$ cat src/rtl/fsm_arb_pkg.sv
// Shared types and code tables for the arbiter that steers an external 3-state FSM.
// Targets S0..S2 map to a returned state code and to an {a,b} drive code.
package fsm_arb_pkg;

    typedef enum logic [1:0] {
        ST_IDLE  = 2'd0,
        ST_DRIVE = 2'd1,
        ST_DONE  = 2'd2
    } arb_state_t;

    localparam logic [1:0] TGT_S0  = 2'd0;
    localparam logic [1:0] TGT_S1  = 2'd1;
    localparam logic [1:0] TGT_S2  = 2'd2;
    localparam logic [1:0] TGT_BAD = 2'd3;

    localparam logic [2:0] DOUT_S0   = 3'b001;
    localparam logic [2:0] DOUT_S1   = 3'b010;
    localparam logic [2:0] DOUT_S2   = 3'b011;
    localparam logic [2:0] DOUT_NONE = 3'b111;

    localparam logic [1:0] DRV_S0   = 2'b10;
    localparam logic [1:0] DRV_S1   = 2'b01;
    localparam logic [1:0] DRV_S2   = 2'b11;
    localparam logic [1:0] DRV_HOLD = 2'b00;

    function automatic logic tgt_legal(input logic [1:0] t);
        return (t != TGT_BAD);
    endfunction

    function automatic logic [2:0] dout_code(input logic [1:0] t);
        case (t)
            TGT_S0:  return DOUT_S0;
            TGT_S1:  return DOUT_S1;
            TGT_S2:  return DOUT_S2;
            default: return DOUT_NONE;
        endcase
    endfunction

    function automatic logic [1:0] drive_code(input logic [1:0] t);
        case (t)
            TGT_S0:  return DRV_S0;
            TGT_S1:  return DRV_S1;
            TGT_S2:  return DRV_S2;
            default: return DRV_HOLD;
        endcase
    endfunction

    function automatic logic dout_legal(input logic [2:0] d);
        case (d)
            DOUT_S0, DOUT_S1, DOUT_S2: return 1'b1;
            default:                   return 1'b0;
        endcase
    endfunction

endpackage

$ cat src/rtl/rr_priority_picker.sv
// Round-robin picker: first set request found searching upward from ptr, wrapping.
// Produces a one-hot grant, its index and a valid flag.
module rr_priority_picker #(
    parameter  int N_REQ = 3,
    localparam int PW    = $clog2(N_REQ)
) (
    input  logic [N_REQ-1:0] req,
    input  logic [PW-1:0]    ptr,
    output logic [N_REQ-1:0] grant,
    output logic [PW-1:0]    idx,
    output logic             valid
);

    int            pos;
    logic [PW-1:0] cand;
    logic          hit;

    // Walk the ring from ptr; only the first hit sets the grant.
    always_comb begin
        grant = {N_REQ{1'b0}};
        idx   = {PW{1'b0}};
        valid = 1'b0;
        pos   = 0;
        cand  = {PW{1'b0}};
        hit   = 1'b0;
        for (int k = 0; k < N_REQ; k++) begin
            pos         = int'(ptr) + k;
            pos         = (pos >= N_REQ) ? (pos - N_REQ) : pos;
            cand        = PW'(pos);
            hit         = req[cand] & ~valid;
            grant[cand] = grant[cand] | hit;
            idx         = hit ? cand : idx;
            valid       = valid | hit;
        end
    end

endmodule

$ cat src/rtl/fsm_state_arbiter.sv
// Arbitrates requesters that each want the external 3-state FSM moved to a target,
// drives {a,b} until the returned code matches or the cycle budget runs out.
module fsm_state_arbiter
    import fsm_arb_pkg::*;
#(
    parameter  int N_REQ   = 3,
    parameter  int TIMEOUT = 7,
    localparam int PW      = $clog2(N_REQ)
) (
    input  logic               clk,
    input  logic               rst_n,
    input  logic [N_REQ-1:0]   req,
    input  logic [2*N_REQ-1:0] tgt,
    output logic [N_REQ-1:0]   ack,
    output logic [N_REQ-1:0]   err,
    output logic               busy,
    output logic [PW-1:0]      owner,
    output logic               a,
    output logic               b,
    input  logic [2:0]         dout
);

    // cnt_r holds completed DRIVE cycles, so the TIMEOUT-th cycle is the last one.
    localparam logic [7:0]       CNT_LAST = 8'(TIMEOUT - 1);
    localparam logic [PW-1:0]    IDX_LAST = PW'(N_REQ - 1);
    localparam logic [N_REQ-1:0] ONE_HOT0 = {{(N_REQ - 1){1'b0}}, 1'b1};

    arb_state_t       state_r;
    arb_state_t       state_s;
    logic [PW-1:0]    ptr_r;
    logic [PW-1:0]    owner_r;
    logic [PW-1:0]    win_s;
    logic [1:0]       tgt_r;
    logic [1:0]       tgt_sel_s;
    logic [7:0]       cnt_r;
    logic             a_r;
    logic             b_r;
    logic             busy_r;
    logic [N_REQ-1:0] ack_r;
    logic [N_REQ-1:0] err_r;
    logic [N_REQ-1:0] pick_grant_s;
    logic [PW-1:0]    pick_idx_s;
    logic             pick_valid_s;
    logic             grant_s;
    logic             ok_s;
    logic             fail_s;
    logic             match_s;
    logic [1:0]       drv_s;

    rr_priority_picker #(
        .N_REQ (N_REQ)
    ) u_picker (
        .req   (req),
        .ptr   (ptr_r),
        .grant (pick_grant_s),
        .idx   (pick_idx_s),
        .valid (pick_valid_s)
    );

    // Target field of the winning requester.
    always_comb begin
        tgt_sel_s = 2'b00;
        for (int i = 0; i < N_REQ; i++) begin
            tgt_sel_s = tgt_sel_s | (tgt[2*i +: 2] & {2{pick_grant_s[i]}});
        end
    end

    assign match_s = dout_legal(dout) && (dout == dout_code(tgt_r));

    // Next state, completion status and next drive code.
    always_comb begin
        state_s = state_r;
        grant_s = 1'b0;
        ok_s    = 1'b0;
        fail_s  = 1'b0;
        case (state_r)
            ST_IDLE: begin
                if (pick_valid_s) begin
                    grant_s = 1'b1;
                    if (tgt_legal(tgt_sel_s)) begin
                        state_s = ST_DRIVE;
                    end else begin
                        state_s = ST_DONE;
                        fail_s  = 1'b1;
                    end
                end else begin
                    state_s = ST_IDLE;
                end
            end
            ST_DRIVE: begin
                if (match_s) begin
                    state_s = ST_DONE;
                    ok_s    = 1'b1;
                end else if (cnt_r == CNT_LAST) begin
                    state_s = ST_DONE;
                    fail_s  = 1'b1;
                end else begin
                    state_s = ST_DRIVE;
                end
            end
            ST_DONE: state_s = ST_IDLE;
            default: state_s = ST_IDLE;
        endcase
        win_s = grant_s ? pick_idx_s : owner_r;
        drv_s = (state_s == ST_DRIVE) ? drive_code(grant_s ? tgt_sel_s : tgt_r) : DRV_HOLD;
    end

    // State and registered outputs; a reset mid-operation drops any pending pulse.
    always_ff @(posedge clk) begin
        if (!rst_n) begin
            state_r <= ST_IDLE;
            ptr_r   <= {PW{1'b0}};
            owner_r <= {PW{1'b0}};
            tgt_r   <= 2'b00;
            cnt_r   <= 8'd0;
            a_r     <= 1'b0;
            b_r     <= 1'b0;
            busy_r  <= 1'b0;
            ack_r   <= {N_REQ{1'b0}};
            err_r   <= {N_REQ{1'b0}};
        end else begin
            state_r    <= state_s;
            busy_r     <= (state_s != ST_IDLE);
            {a_r, b_r} <= drv_s;
            ack_r      <= ok_s   ? (ONE_HOT0 << win_s) : {N_REQ{1'b0}};
            err_r      <= fail_s ? (ONE_HOT0 << win_s) : {N_REQ{1'b0}};
            if (grant_s) begin
                owner_r <= pick_idx_s;
                tgt_r   <= tgt_sel_s;
                cnt_r   <= 8'd0;
            end else if (state_r == ST_DRIVE) begin
                cnt_r <= cnt_r + 8'd1;
            end else begin
                cnt_r <= cnt_r;
            end
            if (state_r == ST_DONE) begin
                ptr_r <= (owner_r == IDX_LAST) ? {PW{1'b0}} : (owner_r + PW'(1'b1));
            end else begin
                ptr_r <= ptr_r;
            end
        end
    end

    assign ack   = ack_r;
    assign err   = err_r;
    assign busy  = busy_r;
    assign owner = owner_r;
    assign a     = a_r;
    assign b     = b_r;

endmodule

$ cat config.mk
export PLATFORM = sky130hd
export DESIGN_NAME = fsm_state_arbiter
export DESIGN_NICKNAME = d
export VERILOG_FILES = /design/src/rtl/fsm_arb_pkg.sv /design/src/rtl/rr_priority_picker.sv /design/src/rtl/fsm_state_arbiter.sv
export SDC_FILE = /design/constraint.sdc
export NUM_CORES = 1
export LEC_CHECK = 0
export ABC_CLOCK_PERIOD_IN_PS = 3400
export BUFFER_PORTS_ARGS = -buffer_cell sky130_fd_sc_hd__clkbuf_2
export CORE_MARGIN = 2
export CORE_UTILIZATION = 50
export DETAILED_ROUTE_END_ITERATION = 6
export PLACE_DENSITY = 0.72
export SLEW_MARGIN = 5
export SYNTH_ARGS = -nofsm -noshare
export SYNTH_HDL_FRONTEND = slang
export SYNTH_SLANG_ARGS = --single-unit
$ cat constraint.sdc
create_clock -name clk -period 3.4 [get_ports clk]
set_input_delay 0.34 -clock clk [delete_from_list [all_inputs] [get_ports clk]]
set_output_delay 0.34 -clock clk [all_outputs]
set_load 0.01 [all_outputs]
==> reports/qor.yml <==
path_class: "flop to flop"
dp_hpwl_microns: 2440
wl_per_cell_microns: 14.0
yosys_warnings: 0
io_buffers: 24
die-area_sq_um: 3530
synth.distinct_cells: 55
grt_start_max_net_pins: 20
holdWs_ns: 0.372
synth_top_area_share_pct: 32.6
slowest_stage: "o41ai_2"
clkPwrFrac_pct: 16.6
ys_seq_area_share_pct: 32.6
max-slew-margin-rel_pct: 53.2
postLayoutCoreUtil_pct: 56.3
yosys.area_share.simple_pct: 33.0
leakagePower_nw: 0.654
io_pins: 25
cp_max_fo: 19
initial_core_util_pct: 51.6
tightest_slew_ns: 0.702
async_reset_ff_share_pct: 0
vias: 1339
start_kind: "flop"
p_sw_w: 0.000291
synth_top_cell_by_area: "dfxtp_1"
nets: 219
required_ns: 3.62
cts.sinks: 25
syn-num-nets: 198
core-area_sq_um: 2980
path_clk_slew_ns: 0.14
power_w: 0.000791
drt_wl_total_microns: 3250
tritoncts: "built"
synthMuxAreaShare_pct: 3.99
intPower_w: 0.000500
synth-main-ff-cell: "dfxtp_1"
first_global_vias: 1290
synth_top_family_by_area: "simple AND/OR/NAND/NOR gates"
cts_buffers: 3
synthTopCellsByArea: "dfxtp_1 (33%), nor2_1 (6.1%), ha_1 (4.1%)"
grt_overflow: 0
max_freq_mhz: 354
arrival_ns: 3.05
antenna_left: 0
switching_share_pct: 36.8
p_comb_share_pct: 37.9
postCtsHoldBufs: 0
rows: 20
synth_compound_area_share_pct: 15.6
antenna_found_initial: 0
timing.final.crit_share_pct: 83.2
synth_area_per_cell_sq_um: 8.58
grt_pass1_wl_microns: 5470
vias_per_cell: 5.77
synthToLayoutAreaGrowth_pct: 9.04
drv_cap: 0
setup_violations: 0
hold_viol_final: 0
drcViolationCount: 0
gp_congestion: 0.831
synth_fa_ha_area_share_pct: 4.07
skew_ns: 0.00853
ir_drop_v: 0.000329
critPathMaxStageDelay_ns: 0.62
tns_ns: 0
rsz0062_at_grt: "false"
placed_area_sq_um: 1650
post_cts_resized: 0
status: "completed"
drv_slew: 0
powerDensity_nw_per_um2: 472
dr.first_iter.drc_count: 63
cp_cell_sequence: "inv_1, ha_1, mux2i_1, nor2_1, o41ai_2, mux2_1, xor2_1, and2_1"
grt.total_usage_pct: 20.0
synth_xor_area_share_pct: 5.13
h-tree-depth: 1
clock_latency_ns: 0.32
first_pass_iters: 4
postCtsSetupRepairBufs: 0
fin_area_sq_um: 1680
die_w_microns: 59.4
ys_ff_latch: 25
clock_path_buffers: 2
synth_edf_count: 0
hp-class: "input pin to flop"
seq_power_share_pct: 45.5
n_antenna_cell: 0
cts_root_buf: "clkbuf_4"
die_h_microns: 59.4
synth_area_sq_um: 1540
drive_gt1_share_pct: 20.6
fillers: 276
syn_inst: 179
min_period_ns: 2.83
critPathCaptureType: "flop"
## cells by family after synthesis
group	count (synthesis)
AO/OA/AOI/OAI	31
flip-flops	25
multiplexers	6
buffers and inverters	17
XOR/XNOR	9
AND/OR/NAND/NOR	86
adder cells (fa/ha/maj)	5
## metrics by stage
stage	setup slack, ns	std cells
floorplan	1.02	179
finish	0.573	232
global route	0.326	232
CTS	0.600	232
detailed placement	0.614	228
global placement	0.783	228
## power by group through the flow
stage | sequential, W | combinational, W | clock [W]
CTS | 0.000359 | 0.000300 | 0.000134
global placement | 0.000363 | 0.000285 | 0
floorplan | 0.000369 | 0.000220 | 0
detailed placement | 0.000365 | 0.000297 | 0
finish | 0.000360 | 0.000300 | 0.000131
global route | 0.000364 | 0.000335 | 0.000149
## critical path, delay by kind of cell, from the launching register on
family | cells | cell delay (ns)
xor+xnor | 1 | 0.18
buf+inv | 1 | 0.08
mux | 2 | 0.65
flops | 1 | 0.35
simple gates | 2 | 0.22
fa+ha+maj | 1 | 0.61
compound gates | 1 | 0.62
## cells in the mapped netlist, types with 2 or more instances
| cell type | n |
|---|---|
| xor2_1 | 7 |
| nor2_1 | 25 |
| a211oi_1 | 3 |
| a32o_1 | 2 |
| buf_2 | 4 |
| buf_4 | 3 |
| nand4_1 | 2 |
| nor3b_1 | 2 |
| dfxtp_1 | 25 |
| a21oi_1 | 9 |
| mux2i_1 | 5 |
| ha_1 | 5 |
| xnor2_1 | 2 |
| inv_1 | 7 |
| nand3_1 | 5 |
| o21a_1 | 3 |
| o41ai_2 | 2 |
| nand2_1 | 11 |
| or2_2 | 2 |
| nor4b_1 | 5 |
| nor2b_1 | 10 |
| nor3_1 | 4 |
| nand2b_1 | 4 |
## area by class of cell
class / instances / area, sq um / area share, %
clock buffer: 3 / 22.5 / 1.34
clock inverter: 1 / 5.00 / 0.299
inverter: 8 / 30.0 / 1.79
multi-input combinational: 137 / 948 / 56.6
sequential: 25 / 500 / 29.9
tap: 33 / 41.3 / 2.46
timing repair buffer: 25 / 128 / 7.62
## worst paths after layout
| kind | startpoint | end | slack [ns] | cells past startpoint |
|---|---|---|---|---|
| max reg2reg | ptr_r[0]$_SDFFE_PN0N_ | b$_SDFF_PN0_ | 0.57 | 8 |
| min reg2reg | tgt_r[0]$_SDFF_PN0_ | a$_SDFF_PN0_ | 0.49 | 1 |
| min | dout[2] | state_r[1]$_SDFF_PN0_ | 0.37 | 4 |
| max | ptr_r[0]$_SDFFE_PN0N_ | b$_SDFF_PN0_ | 0.57 | 8 |
## state kept, by name (all words and copies together), names as in the netlist
register	count
a	1
ack	3
b	1
busy	1
cnt_r	8
err	3
owner	2
ptr_r	2
state_r	2
tgt_r	2
## placed cells by master, fill, tap and decap left out, types with 3 or more instances in the layout
cell type and instances:
dfxtp_1 25, nand2b_1 4, inv_1 7, nor2b_1 10, xor2_1 7, clkbuf_4 3, clkbuf_2 24, a211oi_1 3
nand2_1 11, nor3_1 4, ha_1 5, o21a_1 3, nor2_1 25, a21oi_1 9, nor4b_1 5, nand3_1 5
mux2i_1 5
## per-layer routing
metal | share of wire, % | vias up | track usage (%) | routed length [microns]
met1 | 45 | 632 | 25.1 | 1450
met4 | 1.4 | 0 | 6.82 | 44
met2 | 50 | 28 | 34.2 | 1620
met3 | 4.2 | 6 | 3.71 | 136
li1 | - | 673 | - | -
met5 | 0 | - | 0 | 0
Note: power is estimated with default switching activity, not from simulation.
